[config.mk]
export PLATFORM = sky130hd
export DESIGN_NAME = rv_mc_controller
export DESIGN_NICKNAME = d
export VERILOG_FILES = /design/src/rtl/rv_ctrl_pkg.sv /design/src/rtl/rv_branch_cond.sv /design/src/rtl/rv_mc_controller.sv
export SDC_FILE = /design/constraint.sdc
export NUM_CORES = 1
export LEC_CHECK = 0
export CORE_MARGIN = 4
export CORE_UTILIZATION = 25
export DETAILED_ROUTE_END_ITERATION = 10
export HOLD_SLACK_MARGIN = 0.15
export SYNTH_ARGS = -nofsm -noshare
export SYNTH_HDL_FRONTEND = slang
export SYNTH_HIERARCHICAL = 1
export SYNTH_SLANG_ARGS = --single-unit
[constraint.sdc]
create_clock -name clk -period 5.2 [get_ports clk]
set_input_delay 0.78 -clock clk [delete_from_list [all_inputs] [get_ports clk]]
set_output_delay 0.78 -clock clk [all_outputs]
set_load 0.01 [all_outputs]
[src/rtl/rv_ctrl_pkg.sv]
// Shared encodings for the multi-cycle RV32I controller: opcodes, FSM states,
// datapath mux selects and trap causes.
package rv_ctrl_pkg;

  typedef enum logic [6:0] {
    OP_LOAD   = 7'b0000011,
    OP_STORE  = 7'b0100011,
    OP_R      = 7'b0110011,
    OP_I      = 7'b0010011,
    OP_BRANCH = 7'b1100011,
    OP_JAL    = 7'b1101111,
    OP_JALR   = 7'b1100111,
    OP_LUI    = 7'b0110111,
    OP_AUIPC  = 7'b0010111
  } opcode_e;

  typedef enum logic [3:0] {
    S_FETCH    = 4'd0,
    S_DECODE   = 4'd1,
    S_MEMADR   = 4'd2,
    S_MEMREAD  = 4'd3,
    S_MEMWB    = 4'd4,
    S_MEMWRITE = 4'd5,
    S_EXEC_R   = 4'd6,
    S_EXEC_I   = 4'd7,
    S_ALUWB    = 4'd8,
    S_BRANCH   = 4'd9,
    S_JAL      = 4'd10,
    S_JALR     = 4'd11,
    S_LINK     = 4'd12,
    S_LUI      = 4'd13,
    S_AUIPC    = 4'd14,
    S_TRAP     = 4'd15
  } state_e;

  localparam logic [1:0] ALU_ADD   = 2'b00;
  localparam logic [1:0] ALU_SUB   = 2'b01;
  localparam logic [1:0] ALU_FUNCT = 2'b10;

  localparam logic [2:0] IMM_I = 3'b000;
  localparam logic [2:0] IMM_S = 3'b001;
  localparam logic [2:0] IMM_B = 3'b010;
  localparam logic [2:0] IMM_J = 3'b011;
  localparam logic [2:0] IMM_U = 3'b100;

  localparam logic [1:0] RES_ALUOUT = 2'b00;
  localparam logic [1:0] RES_MEM    = 2'b01;
  localparam logic [1:0] RES_ALU    = 2'b10;
  localparam logic [1:0] RES_IMM    = 2'b11;

  localparam logic [1:0] SRCA_PC    = 2'b00;
  localparam logic [1:0] SRCA_OLDPC = 2'b01;
  localparam logic [1:0] SRCA_RS1   = 2'b10;

  localparam logic [1:0] SRCB_RS2  = 2'b00;
  localparam logic [1:0] SRCB_IMM  = 2'b01;
  localparam logic [1:0] SRCB_FOUR = 2'b10;

  localparam logic [1:0] CAUSE_NONE    = 2'b00;
  localparam logic [1:0] CAUSE_ILLEGAL = 2'b01;
  localparam logic [1:0] CAUSE_BUS     = 2'b10;

  function automatic logic is_mem_state(input state_e s);
    return (s == S_FETCH) || (s == S_MEMREAD) || (s == S_MEMWRITE);
  endfunction

endpackage

[src/rtl/rv_branch_cond.sv]
// Branch condition evaluation: funct3 selects which ALU flag decides the take;
// funct3 010/011 are not branches and are flagged illegal.
module rv_branch_cond (
  input  logic [2:0] funct3_i,
  input  logic       zero_i,
  input  logic       lt_i,
  input  logic       ltu_i,
  output logic       take_o,
  output logic       illegal_o
);

  always_comb begin
    take_o    = 1'b0;
    illegal_o = 1'b0;
    case (funct3_i)
      3'b000:         take_o = zero_i;
      3'b001:         take_o = ~zero_i;
      3'b100:         take_o = lt_i;
      3'b101:         take_o = ~lt_i;
      3'b110:         take_o = ltu_i;
      3'b111:         take_o = ~ltu_i;
      default:        illegal_o = 1'b1;
    endcase
  end

endmodule

[src/rtl/rv_mc_controller.sv]
// Multi-cycle RV32I control FSM with branch evaluation, illegal/bus-timeout traps.
// Define RV_MC_PERF_EN to add the cycle_cnt/instret_cnt performance counters.
module rv_mc_controller
  import rv_ctrl_pkg::*;
#(
  parameter int unsigned MEM_TIMEOUT = 255,
  parameter int unsigned CNT_W       = 32
) (
  input  logic             clk,
  input  logic             rst,
  input  logic [31:0]      instr,
  input  logic             alu_zero,
  input  logic             alu_lt,
  input  logic             alu_ltu,
  input  logic             mem_ready,
  output logic             mem_req,
  output logic             mem_we,
  output logic [2:0]       mem_funct3,
  output logic             adr_src,
  output logic             pc_write,
  output logic             ir_write,
  output logic [1:0]       alu_src_a,
  output logic [1:0]       alu_src_b,
  output logic [1:0]       alu_op,
  output logic [2:0]       imm_src,
  output logic [1:0]       result_src,
  output logic             reg_write,
  output logic             trap,
  output logic [1:0]       trap_cause,
  output logic [3:0]       state_o
`ifdef RV_MC_PERF_EN
  ,
  output logic [CNT_W-1:0] cycle_cnt,
  output logic [CNT_W-1:0] instret_cnt
`endif
);

  localparam int unsigned WAIT_W = (MEM_TIMEOUT > 1) ? $clog2(MEM_TIMEOUT + 1) : 1;

  state_e            state_q, state_d;
  logic [1:0]        cause_q, cause_d;
  logic [WAIT_W-1:0] wait_q, wait_d;

  logic [6:0] opcode;
  logic [2:0] funct3;
  logic       is_store, in_mem, timeout, br_take, br_illegal;

  assign opcode   = instr[6:0];
  assign funct3   = instr[14:12];
  assign is_store = (opcode == OP_STORE);
  assign in_mem   = is_mem_state(state_q);
  assign timeout  = (MEM_TIMEOUT != 0) && in_mem && (wait_q == WAIT_W'(MEM_TIMEOUT));

  rv_branch_cond u_branch_cond (
    .funct3_i  (funct3),
    .zero_i    (alu_zero),
    .lt_i      (alu_lt),
    .ltu_i     (alu_ltu),
    .take_o    (br_take),
    .illegal_o (br_illegal)
  );

  always_comb begin
    state_d = state_q;
    cause_d = cause_q;
    if (timeout) begin
      state_d = S_TRAP;
      cause_d = CAUSE_BUS;
    end else begin
      case (state_q)
        S_FETCH:    if (mem_ready) state_d = S_DECODE;
        S_DECODE: begin
          case (opcode)
            OP_LOAD, OP_STORE: state_d = S_MEMADR;
            OP_R:              state_d = S_EXEC_R;
            OP_I:              state_d = S_EXEC_I;
            OP_BRANCH:         state_d = S_BRANCH;
            OP_JAL:            state_d = S_JAL;
            OP_JALR:           state_d = S_JALR;
            OP_LUI:            state_d = S_LUI;
            OP_AUIPC:          state_d = S_AUIPC;
            default: begin
              state_d = S_TRAP;
              cause_d = CAUSE_ILLEGAL;
            end
          endcase
        end
        S_MEMADR:   state_d = is_store ? S_MEMWRITE : S_MEMREAD;
        S_MEMREAD:  if (mem_ready) state_d = S_MEMWB;
        S_MEMWRITE: if (mem_ready) state_d = S_FETCH;
        S_EXEC_R, S_EXEC_I, S_JAL, S_AUIPC: state_d = S_ALUWB;
        S_JALR:     state_d = S_LINK;
        S_BRANCH: begin
          if (br_illegal) begin
            state_d = S_TRAP;
            cause_d = CAUSE_ILLEGAL;
          end else begin
            state_d = S_FETCH;
          end
        end
        S_ALUWB, S_MEMWB, S_LINK, S_LUI: state_d = S_FETCH;
        default:    state_d = state_q;
      endcase
    end
  end

  // Wait counter restarts whenever the state changes, so each memory state gets a fresh budget.
  always_comb begin
    wait_d = wait_q;
    if (state_d != state_q) begin
      wait_d = '0;
    end else if (in_mem && !mem_ready && (MEM_TIMEOUT != 0)) begin
      wait_d = wait_q + WAIT_W'(1);
    end
  end

  always_ff @(posedge clk) begin
    if (rst) begin
      state_q <= S_FETCH;
      cause_q <= CAUSE_NONE;
      wait_q  <= '0;
    end else begin
      state_q <= state_d;
      cause_q <= cause_d;
      wait_q  <= wait_d;
    end
  end

  always_comb begin
    mem_req    = 1'b0;
    mem_we     = 1'b0;
    mem_funct3 = 3'b010;
    adr_src    = 1'b0;
    pc_write   = 1'b0;
    ir_write   = 1'b0;
    alu_src_a  = SRCA_PC;
    alu_src_b  = SRCB_RS2;
    alu_op     = ALU_ADD;
    imm_src    = IMM_I;
    result_src = RES_ALUOUT;
    reg_write  = 1'b0;
    case (state_q)
      S_FETCH: begin
        mem_req    = 1'b1;
        alu_src_b  = SRCB_FOUR;
        result_src = RES_ALU;
        ir_write   = mem_ready;
        pc_write   = mem_ready;
      end
      S_DECODE: begin
        alu_src_a = SRCA_OLDPC;
        alu_src_b = SRCB_IMM;
        imm_src   = IMM_B;
      end
      S_MEMADR: begin
        alu_src_a = SRCA_RS1;
        alu_src_b = SRCB_IMM;
        imm_src   = is_store ? IMM_S : IMM_I;
      end
      S_MEMREAD: begin
        mem_req    = 1'b1;
        adr_src    = 1'b1;
        mem_funct3 = funct3;
      end
      S_MEMWB: begin
        result_src = RES_MEM;
        reg_write  = 1'b1;
      end
      S_MEMWRITE: begin
        mem_req    = 1'b1;
        mem_we     = 1'b1;
        adr_src    = 1'b1;
        mem_funct3 = funct3;
      end
      S_EXEC_R: begin
        alu_src_a = SRCA_RS1;
        alu_op    = ALU_FUNCT;
      end
      S_EXEC_I: begin
        alu_src_a = SRCA_RS1;
        alu_src_b = SRCB_IMM;
        alu_op    = ALU_FUNCT;
      end
      S_ALUWB:  reg_write = 1'b1;
      S_BRANCH: begin
        alu_src_a = SRCA_RS1;
        alu_op    = ALU_SUB;
        pc_write  = br_take;
      end
      S_JAL: begin
        pc_write  = 1'b1;
        alu_src_a = SRCA_OLDPC;
        alu_src_b = SRCB_FOUR;
      end
      S_JALR: begin
        alu_src_a  = SRCA_RS1;
        alu_src_b  = SRCB_IMM;
        result_src = RES_ALU;
        pc_write   = 1'b1;
      end
      S_LINK: begin
        alu_src_a  = SRCA_OLDPC;
        alu_src_b  = SRCB_FOUR;
        result_src = RES_ALU;
        reg_write  = 1'b1;
      end
      S_LUI: begin
        imm_src    = IMM_U;
        result_src = RES_IMM;
        reg_write  = 1'b1;
      end
      S_AUIPC: begin
        alu_src_a = SRCA_OLDPC;
        alu_src_b = SRCB_IMM;
        imm_src   = IMM_U;
      end
      default: ;
    endcase
    // A timed-out access is abandoned without committing anything.
    if (timeout) begin
      mem_req  = 1'b0;
      mem_we   = 1'b0;
      pc_write = 1'b0;
      ir_write = 1'b0;
    end
    if (rst) begin
      mem_req   = 1'b0;
      mem_we    = 1'b0;
      pc_write  = 1'b0;
      ir_write  = 1'b0;
      reg_write = 1'b0;
    end
  end

  assign trap       = (state_q == S_TRAP) && !rst;
  assign trap_cause = rst ? CAUSE_NONE : cause_q;
  assign state_o    = state_q;

`ifdef RV_MC_PERF_EN
  logic [CNT_W-1:0] cycle_q, instret_q;

  always_ff @(posedge clk) begin
    if (rst) begin
      cycle_q   <= '0;
      instret_q <= '0;
    end else begin
      if (state_q != S_TRAP) cycle_q <= cycle_q + CNT_W'(1);
      if ((state_d == S_FETCH) && (state_q != S_FETCH)) instret_q <= instret_q + CNT_W'(1);
    end
  end

  assign cycle_cnt   = cycle_q;
  assign instret_cnt = instret_q;
`endif

endmodule

After elaboration in Yosys (flattened, before gate mapping)
Cells that the tools add are included.
{"block": "classes", "n_addsub": 1, "eq_ne": 35, "n_mux": 36, "n_bitwise": 3, "n_reduce_logical": 30}
{"op": "4-bit case mux with 9 select lines", "n": 1}
{"op": "4-bit == test, second input constant", "n": 8}
{"op": "4-bit case mux with 8 select lines", "n": 1}
{"op": "7-bit by 6-bit == test with 1-bit output, second input constant", "n": 3}
{"op": "7-bit == test, second input constant", "n": 3}
{"op": "4-bit 2-to-1 mux", "n": 5}
{"op": "4-bit by 3-bit == test with 1-bit output, second input constant", "n": 4}
{"op": "2-bit case mux with 2 select lines", "n": 4}
{"op": "1-bit 2-to-1 mux", "n": 15}
{"op": "7-bit by 5-bit == test with 1-bit output, second input constant", "n": 2}
{"op": "2-bit OR reduction", "n": 7}
{"op": "3-bit == test, second input constant", "n": 4}
{"op": "4-bit OR reduction", "n": 3}
{"op": "5-bit OR reduction", "n": 2}
{"op": "3-bit case mux with 3 select lines", "n": 1}
{"op": "3-bit OR reduction", "n": 3}
{"op": "9-bit OR reduction", "n": 1}
{"op": "8-bit by 1-bit adder with 8-bit output, second input constant", "n": 1}
{"op": "4-bit by 2-bit == test with 1-bit output, second input constant", "n": 2}
{"op": "8-bit == test, second input constant", "n": 1}
{"op": "2-bit 2-to-1 mux", "n": 4}
{"op": "7-bit by 2-bit == test with 1-bit output, second input constant", "n": 1}
{"op": "3-bit 2-to-1 mux", "n": 2}
{"op": "3-bit != test, second input constant", "n": 2}
{"op": "17 further kinds", "n": 25}
{"block": "totals", "regBits": 14, "input_bits": 38, "out_inout_bits": 27, "word_cells": 109}

Longest topological paths before layout
Gate-level depths: netlist of run 1.
{"block": "depth", "ltp_word": 7, "ltp_mapped": 9, "mapped_depth_nobuf": 8}

Hierarchy
The synthesis of run 1 kept the hierarchy.
{"mod": "rv_mc_controller", "n_inst": 1, "cells_per_inst": 195, "area_per_inst_um2": 1358.8, "seq_area_each_um2": 280.3}
{"mod": "rv_branch_cond", "n_inst": 1, "cells_per_inst": 6, "area_per_inst_um2": 46.3, "seq_area_each_um2": 0.0}

Least setup slack after synthesis of run 1
Ideal clock, no wire load.
{"block": "synth_path", "kind": "in2out", "startpoint": "in instr[13]", "endpoint": "out pc_write", "arrival_time_ns": 1.800, "required_ns": 4.420, "setup_slack_ns": 2.620, "cell_stages": 6, "n_path_buf": 0, "cell_sequence": "mux2i_1 -> xnor2_1 -> a21o_1 -> a21oi_1 -> o22a_1 -> nor4_1"}
{"block": "synth_between", "elab_chain_cells": 5, "elab_cells_between_ends": 10, "cone_classes": "5 x eq/ne; 4 x mux; 1 x reduce/logical"}
{"element": "from (decl)", "line_no": "rv_mc_controller.sv:11", "text": "input logic [31:0] instr,"}
{"element": "3-bit == test, or another cell as far along", "line_no": "rv_branch_cond.sv:15", "text": "case (funct3_i)"}
{"element": "1-bit case mux with 6 select lines (*)", "line_no": "rv_branch_cond.sv:15"}
{"element": "via br_take", "line_no": "rv_mc_controller.sv:46", "text": "logic is_store, in_mem, timeout, br_take, br_illegal;"}
{"element": "1-bit case mux with 3 select lines (*)", "line_no": "rv_mc_controller.sv:142", "text": "case (state_q)"}
{"element": "1-bit 2-to-1 mux (*)", "line_no": "rv_mc_controller.sv:220", "text": "if (timeout) begin"}
{"element": "1-bit 2-to-1 mux (*)", "line_no": "rv_mc_controller.sv:226", "text": "if (rst) begin"}
{"element": "to (decl)", "line_no": "rv_mc_controller.sv:20", "text": "output logic pc_write,"}
Mark *: on every way through the listed nets, which the timed path passes. The rest lies on a longest branch.

Worst setup path in the final report of run 1
Ends and elaborated chain as after synthesis.

==> reports/metrics.cfg, run 1 <==
[cells_and_area]
antennaDiodeCount=0
regArea_um2=280
drive_above_1_share_pct=6.33
multiInputGateArea_um2=1060
number_of_fill_cells_in_the_layout=592
area_growth_syn_to_layout_pct=37.6
finalNetCount=277

[synthesis]
synth-edff-count=0
synthAdderAreaFrac_pct=0.890
syn_inst=201
synthDominantAreaCellType=sky130_fd_sc_hd__dfxtp_1
synth_nets=240
post_synthesis_async_set_or_reset_flop_share_pct=0
post_synth_most_frequent_cells=34 x sky130_fd_sc_hd__nand2_1, 16 x sky130_fd_sc_hd__nor3_1, 15 x sky130_fd_sc_hd__nor2_1, 14 x sky130_fd_sc_hd__dfxtp_1, 13 x sky130_fd_sc_hd__a21oi_1
synth.top_cells.by_area=sky130_fd_sc_hd__dfxtp_1 20%, sky130_fd_sc_hd__nand2_1 9.1%, sky130_fd_sc_hd__nor3_1 5.7%
synth.avg_cell_area_um2=6.99
most_frequent_cell_after_synthesis=sky130_fd_sc_hd__nand2_1
synth_cell_types=51
ys.warnings.count=6
synth-main-ff-cell=sky130_fd_sc_hd__dfxtp_1
combinational_family_with_the_most_area_after_synthesis=simple AND/OR/NAND/NOR gates
synth_sequential_area_ratio_pct=19.9
yosys_register_bits=14
synth_xor_area_share_pct=7.48
yosys-mux-area-fraction_pct=2.23
synth_top_cell_area_share_pct=19.9
post_synth_and_or_nand_nor_area_fraction_pct=43.5
cell_area_after_synthesis_um2=1410
fraction_of_the_mapped_netlist_area_in_compound_gates_pct=21.5

[status]
run_status=finished, final reports clean

[place]
post-place-ws_ns=1.36
place.detailed.hpwl_um=3210
numPortBuffers=42
gp_congestion=0.854

[global_routing]
grt_max_degree=28
overflow=0
grt_pass1_wl_um=7310
first_global_vias=1485
grt_util_all_layers_pct=12.5
antenna_found_initial=0

[power_and_ir_drop]
share_clk_of_total_power_pct=11.3
irDropWorstVdd_uv=240
power.switching_w=0.000465
power_report.internal_total_w=0.000491
power_density_nw_per_um2=494
seq_power_share_pct=19.6
sw_ratio_pct=48.6
power.share.combinational_pct=69.1
p_total_w=0.000955
static-leakage-power_nw=0.684

[setup_path]
worstPathCellList=clkdlybuf4s50_1 > mux2i_1 > xnor2_1 > a21o_1 > a21oi_1 > o22a_1 > nor4_1 > clkdlybuf4s50_1
worstPathRequired_ns=4.42
cp_slowest_cell=sky130_fd_sc_hd__clkdlybuf4s50_1
criticalPathCategory=primary input to output pin
regToRegStartpoint=state_o[0]$_SDFF_PP0_
ff2ff_setup_slack_ns=2.17
max_stage_delay_ns=0.62
worst_path_most_repeated_cell=sky130_fd_sc_hd__clkdlybuf4s50_1
capturing_element_type_of_the_critical_path=output pin
worst_setup_path_start_kind=primary input
critical_path.max_fanout=4
cp-startpoint=instr[13]
arrival_ns=2.99

[timing]
timing.clock.skew_ns=0.00742
timing.max_slew.rel_slack_pct=39.9
final_number_of_hold_violating_endpoints=0
fin_crit_sh_pct=72.5
final-setup-viol-count=0
setup_tns_ns=0
rsz_0062_raised_after_global_routing=false
final_max_slew_viol_count=0
tightestPinTransition_ns=0.894
max_clock_freq_mhz=265
final_critical_path_setup_slack_ns=1.43
final_period_minus_worst_setup_slack_ns=3.77

[clock_tree]
ctsRootBufferMaster=sky130_fd_sc_hd__clkbuf_8
htree_num_levels=1
hold_buffers=0
worst_setup_hold_path_clk_slew_ns=0.06
worstSkewPairLatency_ns=0.25
clkSinkCount=14
tritoncts=done
clock_tree.buffer_depth=2
cts_setup_buffers=0
post_cts.resized_instances=0
numCtsBuffers=3

[floorplanning]
core_area_um2=5470
placementRows=27
floorplan.initialDensity_pct=25.7
boundaryPins=65
die-width_um=83.0
die_y_um=83.0
die_area_um2=6880

[drt]
detail_route.first_pass.iterations=4
detail_route.drc_violations=0
vias=1567
initialDrtViolationCount=151
antenna_left=0
wl_per_cell_um=14.0
totalWireLength_um=4330
dr_vias_cell=5.07

[hold_path]
hold_path_startpoint=cause_q[1]$_SDFFE_PP0P_
hold_path.class=flip-flop to flip-flop

[job]
max_cap_violations=0

[final timing paths]
check                       endpoint  cells past startpoint
max                         pc_write                      8
min reg2reg  cause_q[1]$_SDFFE_PP0P_                      2
max reg2reg   wait_q[6]$_SDFFE_PP0P_                      6
min          cause_q[1]$_SDFFE_PP0P_                      2
[cell families after synthesis]
family,Yosys count
compound gates,44
xor+xnor,12
fa+ha+maj,1
buf+inv,16
flops,14
mux,3
simple gates,111
[sequential cells by signal, indices dropped and copies added, names as in the netlist]
register,flops
wait_q,8
state_o,4
cause_q,2
[layer usage]
metal	global-route usage (%)	routed length [um]
met4	2.67	42
met1	18.9	2140
met3	1.09	135
met2	19.0	2010
met5	0	0
[placed cells by master, fill, tap and decap left out, drive strengths merged, types with 3 or more instances in the layout]
master | synthesis | final
nor3 | 17 | 17
a21oi | 13 | 13
nor2b | 7 | 7
inv | 5 | 5
nor2 | 15 | 15
o21ai | 9 | 9
xnor2 | 9 | 9
a31oi | 6 | 6
clkbuf | 7 | 4
and3 | 5 | 5
xor2 | 3 | 3
nand4 | 3 | 3
nand2b | 4 | 4
nor3b | 3 | 3
nor4 | 5 | 5
clkdlybuf4s50 | 0 | 42
nand2 | 34 | 34
or3 | 5 | 5
dfxtp | 14 | 14
[final cells by class]
class	count	area share, %
Tap cell	72	4.66
Multi-Input combinational cell	171	54.9
Sequential cell	14	14.5
Clock buffer	4	2.85
Timing Repair Buffer	43	22.1
Inverter	5	0.971
[stage by stage]
stage	hold WS, ns	cells	utilization, %	instance area, um^2
6_report	0.501	309	35.3	1930
5_1_grt	0.563	309	35.3	1930
4_1_cts	0.503	309	35.3	1930
3_5_place_dp	0.490	305	34.3	1880
3_3_place_gp	0.482	305	34.3	1880
2_1_floorplan	0.463	201	-	1410
[power groups by stage]
stage               clock, W  combinational [W]  sequential (W)
floorplan                  0           0.000442        0.000148
global placement           0           0.000659        0.000189
detailed placement         0           0.000658        0.000188
CTS                 0.000110           0.000663        0.000187
global route        0.000117           0.000722        0.000197
finish              0.000108           0.000660        0.000187
[critical path: cells and delay by family]
kind            cells  cell delay [ns]
buf+inv             2             1.16
compound gates      3             0.45
mux                 1             0.24
simple gates        1             0.22
xor+xnor            1             0.14
Power figures use the tool's default switching activity.
==> run 2, diff against run 1 <==
==> constraint.sdc (replaced) <==
create_clock -name clk -period 3.6 [get_ports clk]
set_input_delay 0.54 -clock clk [delete_from_list [all_inputs] [get_ports clk]]
set_output_delay 0.54 -clock clk [all_outputs]
set_load 0.01 [all_outputs]
==> run 2 against run 1 <==
Net effect: combinational power rose by 59%; wire length rose by 0.90%; register-to-register slack got worse by 0.89 ns; global-route usage barely moved; final cell count rose by 2.6%; sequential share of layout area fell by 0.44 points; final area rose by 3.1%; core utilization rose by 1.1 points; via count rose by 3.8%; critical path type unchanged; critical endpoint unchanged; largest power group unchanged.
==> reports/metrics.cfg, run 2 (synthesized netlist as in run 1, its figures left out) <==
[cells_and_area]
layout.cell_area.non_filler_um2=1990  ; +3.1%
antennaDiodeCount=0  ; unchanged
largest_reg_flops=8  ; unchanged
finalNetCount=285  ; +2.9%
area_growth_syn_to_layout_pct=41.9
largest_register=wait_q
drive_above_1_share_pct=9.39  ; +3.1 points
mostFrequentLayoutCells=42 x sky130_fd_sc_hd__clkdlybuf4s50_1, 34 x sky130_fd_sc_hd__nand2_1, 16 x sky130_fd_sc_hd__nor3_1
mostFrequentLayoutCell=sky130_fd_sc_hd__clkdlybuf4s50_1
number_of_fill_cells_in_the_layout=606  ; +2.4%
fin_cells=317  ; +2.6%

[clock_tree]
worstSkewPairLatency_ns=0.24  ; about the same
htree_num_levels=1  ; unchanged
clkSinkCount=14  ; unchanged
worst_setup_hold_path_clk_slew_ns=0.06  ; about the same
hold_buffers=0  ; unchanged
clock_tree.buffer_depth=2  ; unchanged
numCtsBuffers=3  ; unchanged
cts_setup_buffers=0  ; unchanged
post_cts.resized_instances=0  ; unchanged
ctsRootBufferMaster=sky130_fd_sc_hd__clkbuf_8
tritoncts=done

[power_and_ir_drop]
p_total_w=0.00142  ; +49%
sw_ratio_pct=47.7  ; -0.90 points
irDropWorstVdd_uv=337  ; +40%
seq_power_share_pct=15.2  ; -4.4 points
power_density_nw_per_um2=712  ; +44%
power_report.internal_total_w=0.000742  ; +51%
power.share.combinational_pct=74.1  ; +5.0 points
share_clk_of_total_power_pct=10.7  ; -0.6 points
power.switching_w=0.000678  ; +46%
static-leakage-power_nw=0.726  ; +6.1%

[global_routing]
overflow=0  ; unchanged
first_global_vias=1468  ; -1.1%
grt_util_all_layers_pct=12.5  ; +0.041 points
grt_pass1_wl_um=7270  ; -0.67%
grt_max_degree=23  ; -18%
antenna_found_initial=0  ; unchanged

[timing]
final_period_minus_worst_setup_slack_ns=3.24
final_max_slew_viol_count=0  ; unchanged
rsz_0062_raised_after_global_routing=false
max_clock_freq_mhz=309
timing.max_slew.rel_slack_pct=61.6  ; +22 points
fin_crit_sh_pct=90.0
final_number_of_hold_violating_endpoints=0  ; unchanged
final-setup-viol-count=0  ; unchanged
tightestPinTransition_ns=0.574  ; -0.321 ns
setup_tns_ns=0  ; unchanged
timing.clock.skew_ns=0.00170  ; -0.00571 ns
final_critical_path_setup_slack_ns=0.359  ; -1.07 ns

[drt]
initialDrtViolationCount=144  ; -4.6%
antenna_left=0  ; unchanged
dr_vias_cell=5.13  ; +1.1%
wl_per_cell_um=13.8  ; -1.6%
totalWireLength_um=4370  ; +0.90%
vias=1626  ; +3.8%
detail_route.drc_violations=0  ; unchanged
detail_route.first_pass.iterations=4  ; unchanged

[setup_path]
arrival_ns=2.70  ; -0.29 ns
critical_path.max_fanout=4  ; unchanged
worst_setup_path_start_kind=primary input
criticalPathCategory=primary input to output pin
capturing_element_type_of_the_critical_path=output pin
worstPathRequired_ns=3.06  ; -1.36 ns

[place]
placed_cells=313  ; +2.6%
place.detailed.hpwl_um=3310  ; +3.2%
post-place-ws_ns=0.315  ; -1.04 ns
gp_congestion=0.860  ; +0.77%
placed_cell_area_um2=1940  ; +3.2%
numPortBuffers=42  ; unchanged

[floorplanning]
die_area_um2=6880  ; unchanged
die-width_um=83.0  ; unchanged
floorplan.initialDensity_pct=25.7  ; unchanged
placementRows=27  ; unchanged
core_area_um2=5470  ; unchanged
boundaryPins=65  ; unchanged
die_y_um=83.0  ; unchanged

[hold_path]
hold_path.class=flip-flop to flip-flop

[job]
max_cap_violations=0  ; unchanged

[status]
run_status=finished, final reports clean

## run 2: per-layer routing
metal,vias to the layer above,share of wire (%),GRT usage (%)
met2,57,45,18.9
met3,8,5.5,1.49
met5,-,0,0
met1,742,47,18.3
met4,0,1.7,4.01
li1,819,-,-
## run 2: final timing paths
check / from / endpoint / slack (ns) / cells after the start
max: instr[13] / pc_write / 0.36 / 8
min: cause_q[1]$_SDFFE_PP0P_ / cause_q[1]$_SDFFE_PP0P_ / 0.49 / 2
max reg2reg: state_o[2]$_SDFF_PP0_ / wait_q[1]$_SDFFE_PP0P_ / 1.28 / 7
min reg2reg: cause_q[1]$_SDFFE_PP0P_ / cause_q[1]$_SDFFE_PP0P_ / 0.49 / 2
## run 2: area by class of cell
type | count | area, um^2 | share of cell area, %
clock buffer | 4 | 55.1 | 2.76
inverter | 5 | 18.8 | 0.942
timing repair buffer | 51 | 488 | 24.5
tap | 72 | 90.1 | 4.52
multi-input combinational | 171 | 1060 | 53.2
sequential | 14 | 280 | 14.1
## run 2: worst max-delay path, cell delays in order
cell                              delay [ns]
sky130_fd_sc_hd__clkdlybuf4s50_1        0.54
sky130_fd_sc_hd__mux2i_1                0.23
sky130_fd_sc_hd__xnor2_1                0.14
sky130_fd_sc_hd__a21o_1                 0.13
sky130_fd_sc_hd__a21oi_1                0.08
sky130_fd_sc_hd__o22a_1                 0.19
sky130_fd_sc_hd__nor4_1                 0.23
sky130_fd_sc_hd__clkdlybuf4s50_1        0.60
## run 2: power groups by stage
stage / logic, W / clock network, W / registers [W]
4_1_cts: 0.00105 / 0.000155 / 0.000216
3_3_place_gp: 0.00104 / 0 / 0.000218
5_1_grt: 0.00115 / 0.000164 / 0.000220
2_1_floorplan: 0.000639 / 0 / 0.000214
3_5_place_dp: 0.00104 / 0 / 0.000219
6_report: 0.00105 / 0.000152 / 0.000216
## run 2: stage by stage
step | utilization, % | hold WS [ns]
after floorplan | - | 0.463
after global placement | 35.4 | 0.479
after detailed placement | 35.4 | 0.487
after CTS | 36.4 | 0.501
after global routing | 36.4 | 0.540
final | 36.4 | 0.491
